**src/rtl/res_collector.sv**
```systemverilog
// rtl/res_collector.sv - packs a valid-qualified result stream into NUM-item packets behind a valid/ready handshake
// Optional per-packet 16-bit checksum on pkt_sum_o when RES_CHECKSUM_EN is defined.
module res_collector #(
  parameter int NUM        = 100,
  parameter int ITEM_WIDTH = 8,
  parameter int CNT_W      = $clog2(NUM + 1)
) (
  input  logic                      clk_i,
  input  logic                      reset_i,
  input  logic                      res_valid_i,
  input  logic [ITEM_WIDTH-1:0]     res_i,
  output logic [NUM*ITEM_WIDTH-1:0] pkt_o,
  output logic                      pkt_valid_o,
  input  logic                      pkt_ready_i,
  output logic [CNT_W-1:0]          fill_o,
  output logic [31:0]               pkt_cnt_o,
  output logic                      overflow_o,
  output logic [15:0]               pkt_sum_o
);

  localparam logic [CNT_W-1:0] LAST_SLOT = CNT_W'(NUM - 1);

  typedef enum logic [0:0] {COLLECT, FULL} state_t;

  state_t           state;
  state_t           state_nxt;
  logic             accept;
  logic             handshake;
  logic             complete;
  logic             drop;
  logic [CNT_W-1:0] wr_slot;
  logic [CNT_W-1:0] fill_nxt;

  always_ff @(posedge clk_i or posedge reset_i) begin
    if (reset_i) begin
      state <= COLLECT;
    end else begin
      state <= state_nxt;
    end
  end

  // An item arriving on the handshake edge opens the next packet in slot 0.
  always_comb begin
    state_nxt = state;
    accept    = 1'b0;
    handshake = 1'b0;
    complete  = 1'b0;
    drop      = 1'b0;
    wr_slot   = fill_o;
    fill_nxt  = fill_o;
    case (state)
      COLLECT: begin
        if (res_valid_i) begin
          accept   = 1'b1;
          fill_nxt = fill_o + CNT_W'(1);
          if (fill_o == LAST_SLOT) begin
            complete  = 1'b1;
            state_nxt = FULL;
          end
        end
      end
      FULL: begin
        if (pkt_ready_i) begin
          handshake = 1'b1;
          state_nxt = COLLECT;
          wr_slot   = '0;
          fill_nxt  = '0;
          if (res_valid_i) begin
            accept   = 1'b1;
            fill_nxt = CNT_W'(1);
          end
        end else if (res_valid_i) begin
          drop = 1'b1;
        end
      end
      default: begin
        state_nxt = COLLECT;
      end
    endcase
  end

  always_ff @(posedge clk_i or posedge reset_i) begin
    if (reset_i) begin
      pkt_o       <= '0;
      pkt_valid_o <= 1'b0;
      fill_o      <= '0;
      pkt_cnt_o   <= '0;
      overflow_o  <= 1'b0;
    end else begin
      fill_o      <= fill_nxt;
      pkt_valid_o <= (state_nxt == FULL);
      if (handshake) begin
        pkt_cnt_o <= pkt_cnt_o + 32'd1;
      end
      if (drop) begin
        overflow_o <= 1'b1;
      end
      for (int k = 0; k < NUM; k++) begin
        if (accept && (wr_slot == CNT_W'(k))) begin
          pkt_o[k*ITEM_WIDTH +: ITEM_WIDTH] <= res_i;
        end
      end
    end
  end

`ifdef RES_CHECKSUM_EN
  logic [15:0] acc;
  logic [15:0] sum_nxt;

  assign sum_nxt = acc + 16'(res_i);

  // The accumulator is already zero on the handshake edge, so a coincident item starts it afresh.
  always_ff @(posedge clk_i or posedge reset_i) begin
    if (reset_i) begin
      acc       <= '0;
      pkt_sum_o <= '0;
    end else if (accept) begin
      if (complete) begin
        pkt_sum_o <= sum_nxt;
        acc       <= '0;
      end else begin
        acc <= sum_nxt;
      end
    end
  end
`else
  assign pkt_sum_o = '0;
`endif

endmodule

```
**config.mk**
```make
export PLATFORM = sky130hd
export DESIGN_NAME = res_collector
export DESIGN_NICKNAME = d
export VERILOG_FILES = /design/src/rtl/res_collector.sv
export SDC_FILE = /design/constraint.sdc
export NUM_CORES = 1
export LEC_CHECK = 0
export CAP_MARGIN = 20
export CORE_AREA = 2 2 340 342
export DETAILED_ROUTE_END_ITERATION = 6
export DIE_AREA = 0 0 342 344
export GPL_TIMING_DRIVEN = 0
export SYNTH_ARGS = -nofsm -noshare
export SYNTH_HDL_FRONTEND = slang
export SYNTH_SLANG_ARGS = --single-unit
```
**constraint.sdc**
```tcl
create_clock -name clk_i -period 27.5 [get_ports clk_i]
set_input_delay 5.5 -clock clk_i [delete_from_list [all_inputs] [get_ports clk_i]]
set_output_delay 5.5 -clock clk_i [all_outputs]
set_load 0.005 [all_outputs]
```
==> metrics.txt <==
DIE HEIGHT 344 um; Final WS setup 19540 ps; CP max FO 10; cts repair resizes 0; Hold Crit Class flop to flop; GRT overflow 0; H-tree levels 3; DRT iter0 DRCs 722; residual DRC count 0; Worst EP required 28050 ps; Site Rows 124; met1 Use GR 0.249; drt pass-1 iters 4; Ports 869; status finished clean; Starting Density 0.289; Design Area, Final 0.0470 mm2; fin nets 3068; initial antenna violation count 8; Final Hold Viols 0; first-pass GRT wire length 171 mm; number of synthesized register bits 841; worst hold slack 472 ps; Cell Area, Placed 0.0439 mm2; FF+latch area 0.0210 mm2; clk_skew 25.5 ps; routed wire length 124 mm; Vias/cell 4.57; RSZ-0062 raised after global routing no; critical path type input port to flop; I/O Buffers 843; worst vdd ir 68.8 uV; setup violators final 0; Synth Warn # 0; Final Max Tran Viols 0; CTS Root Cell clkbuf_16; Seq/Total Area, Yosys 0.639; postcts setup bufs 0; Die X 342 um; Syn Std Cell Area 0.0329 mm2; GR met3 Demand/Resource 0.0662; CTS tree built; clock sink total 841; Period minus WS final 7960 ps; synth unique cells 59; Max Freq 126 MHz; TritonCTS Buffers 95; Worst Tran Pin Value 1200 ps; cts hold-fix bufs 0; Startpoint Class input port; fillers 10700; Slew HR 0.200; die area 0.118 mm2; Power Density 92.6 mW/mm2; Util after Layout 0.413; multi-input combinational cell area 0.0113 mm2; Clock Pin Slew Worst Setup and Hold Paths 60 ps; clk_lat worst skew 670 ps; met2 Use GR 0.338; predominant post-synthesis flop cell dfrtp_1; area leader, netlist dfrtp_1; via count 21200; largest net degree at the start of global routing 42; RD Place Congestion 0.793; maximum root-to-sink buffer count 3; top-area cell type share of the netlist area 0.639; worst slack at placement 18830 ps; cells after synthesis 2069; WP data arrival 8510 ps; Static Leak 0.0216 uW; Final TNS setup 0 ps; maxcap violations 0; Post-synth EDFFs 0; Syn Area/Cell 15.9 um2; synth top area cells dfrtp_1, mux2_2, clkbuf_1, xnor2_1, nor2_4; DR WL/cell 26.7 um; synthesis-to-layout area growth 42.8%; Total Routing Usage GR 0.204; layout cell share with drive strength beyond 1 0.356; ANT nets after route 0; GRT Max-Usage Layer met2; Core ar. 0.114 mm2; detailed placer's ending HPWL 92.8 mm; Final Cycle Share 0.289; ys async rst share 1.00; Critical Path End Type flop; vias in the first global route 21900
power by group:
part	total, uW	switching [uW]	internal [uW]
Sequential	1740	175	1560
Combinational	1340	516	826
Clock	1280	518	757
Total	4360	1210	3150
synth_stat cells, drive strengths merged (3+ instances only):
| cell | count |
|---|---|
| dfrtp | 841 |
| mux2 | 800 |
| clkbuf | 79 |
| nand2 | 68 |
| buf | 63 |
| nor2 | 52 |
| xnor2 | 29 |
| nand3 | 24 |
| nand4 | 22 |
| nor3 | 16 |
| and2 | 8 |
| nand2b | 7 |
| nor2b | 6 |
| nor4 | 6 |
| xor2 | 5 |
| and3 | 4 |
| or3 | 4 |
| and4 | 3 |
| inv | 3 |
| mux2i | 3 |
| o22ai | 3 |
per-layer routing:
metal / vias up / wire length [um]
li1: 9224 / -
met1: 11100 / 50000
met2: 675 / 59700
met3: 168 / 9740
met4: 2 / 4240
met5: - / 8
logic make-up (layout without fill, tap and decap cells):
family | Yosys count | count (layout) | share of synthesized area
AOI/OAI and AO/OA | 13 | 13 | 0.00433
buffers and inverters | 145 | 1184 | 0.0211
DFF | 841 | 841 | 0.639
xor gates and xnor gates | 34 | 34 | 0.00904
muxes | 803 | 803 | 0.275
and+or+nand+nor | 230 | 230 | 0.0507
adders and majority gates | 2 | 2 | 0.000759
other | 1 | 22 | 0.000114
sequential cells by signal, summed over array words and instances (netlist names):
register,flops
pkt_o,800
pkt_cnt_o,32
fill_o,7
overflow_o,1
pkt_valid_o,1
layout by cell type (no fill, tap or decap), types with 4 or more instances in the layout:
master and instances:
clkinv_2 12, and2_1 8, and3_1 4, mux2_1 14, nand2b_1 7, mux2_4 8
xor2_1 5, dfrtp_1 841, buf_4 26, nand4_1 20, nor2_8 4, conb_1 16
mux2_2 778, nand2_1 50, nor2_2 19, nor3_4 5, clkdlybuf4s50_1 843, nand3_1 17
buf_12 24, nor3_1 5, nor2b_1 6, clkbuf_1 102, xnor2_1 29, nand3_2 7
diode_2 6, buf_1 8, buf_2 26, bufinv_16 7, nand2_2 16, clkbuf_8 17
nor3_2 6, nor2_4 20, buf_6 6, clkinvlp_4 4, nor2_1 9, clkbuf_16 97
critical path, stage by stage:
cell             delay, ps
clkdlybuf4s50_1        630
buf_4                  280
a2bb2oi_4              150
nor2_1                 920
nand2_1                570
mux2_2                 430
path summary, 6_finish.rpt:
path                                           start                        end  slack (ps)  cells after the start
setup / recovery                         pkt_ready_i     pkt_o[194]$_DFFE_PP0P_       19540                      6
hold / removal             pkt_cnt_o[31]$_DFFE_PP0P_  pkt_cnt_o[31]$_DFFE_PP0P_         470                      1
setup reg to reg               fill_o[2]$_DFFE_PP0P_     pkt_o[194]$_DFFE_PP0P_       24430                      5
hold reg to reg            pkt_cnt_o[31]$_DFFE_PP0P_  pkt_cnt_o[31]$_DFFE_PP0P_         470                      1
max in group asynchronous                    reset_i     pkt_o[697]$_DFFE_PP0P_       20020                      9
min in group asynchronous                    reset_i     pkt_o[586]$_DFFE_PP0P_        5290                      2
through the flow:
step                power, uW  cells
finish                   4360   4641
global route             4560   4635
CTS                      4420   4635
detailed placement       3110   4469
global placement         3090   4439
floorplan                2200   2084
layout make-up:
type / instances / share of cell area
Antenna cell: 6 / 0.000319
Buffer: 142 / 0.0147
Clock buffer: 137 / 0.0584
Clock inverter: 29 / 0.00785
Inverter: 3 / 0.000319
Multi-Input combinational cell: 1098 / 0.240
Sequential cell: 841 / 0.447
Tap cell: 1512 / 0.0402
Timing Repair Buffer: 873 / 0.191
Power figures use the tool's default switching activity.
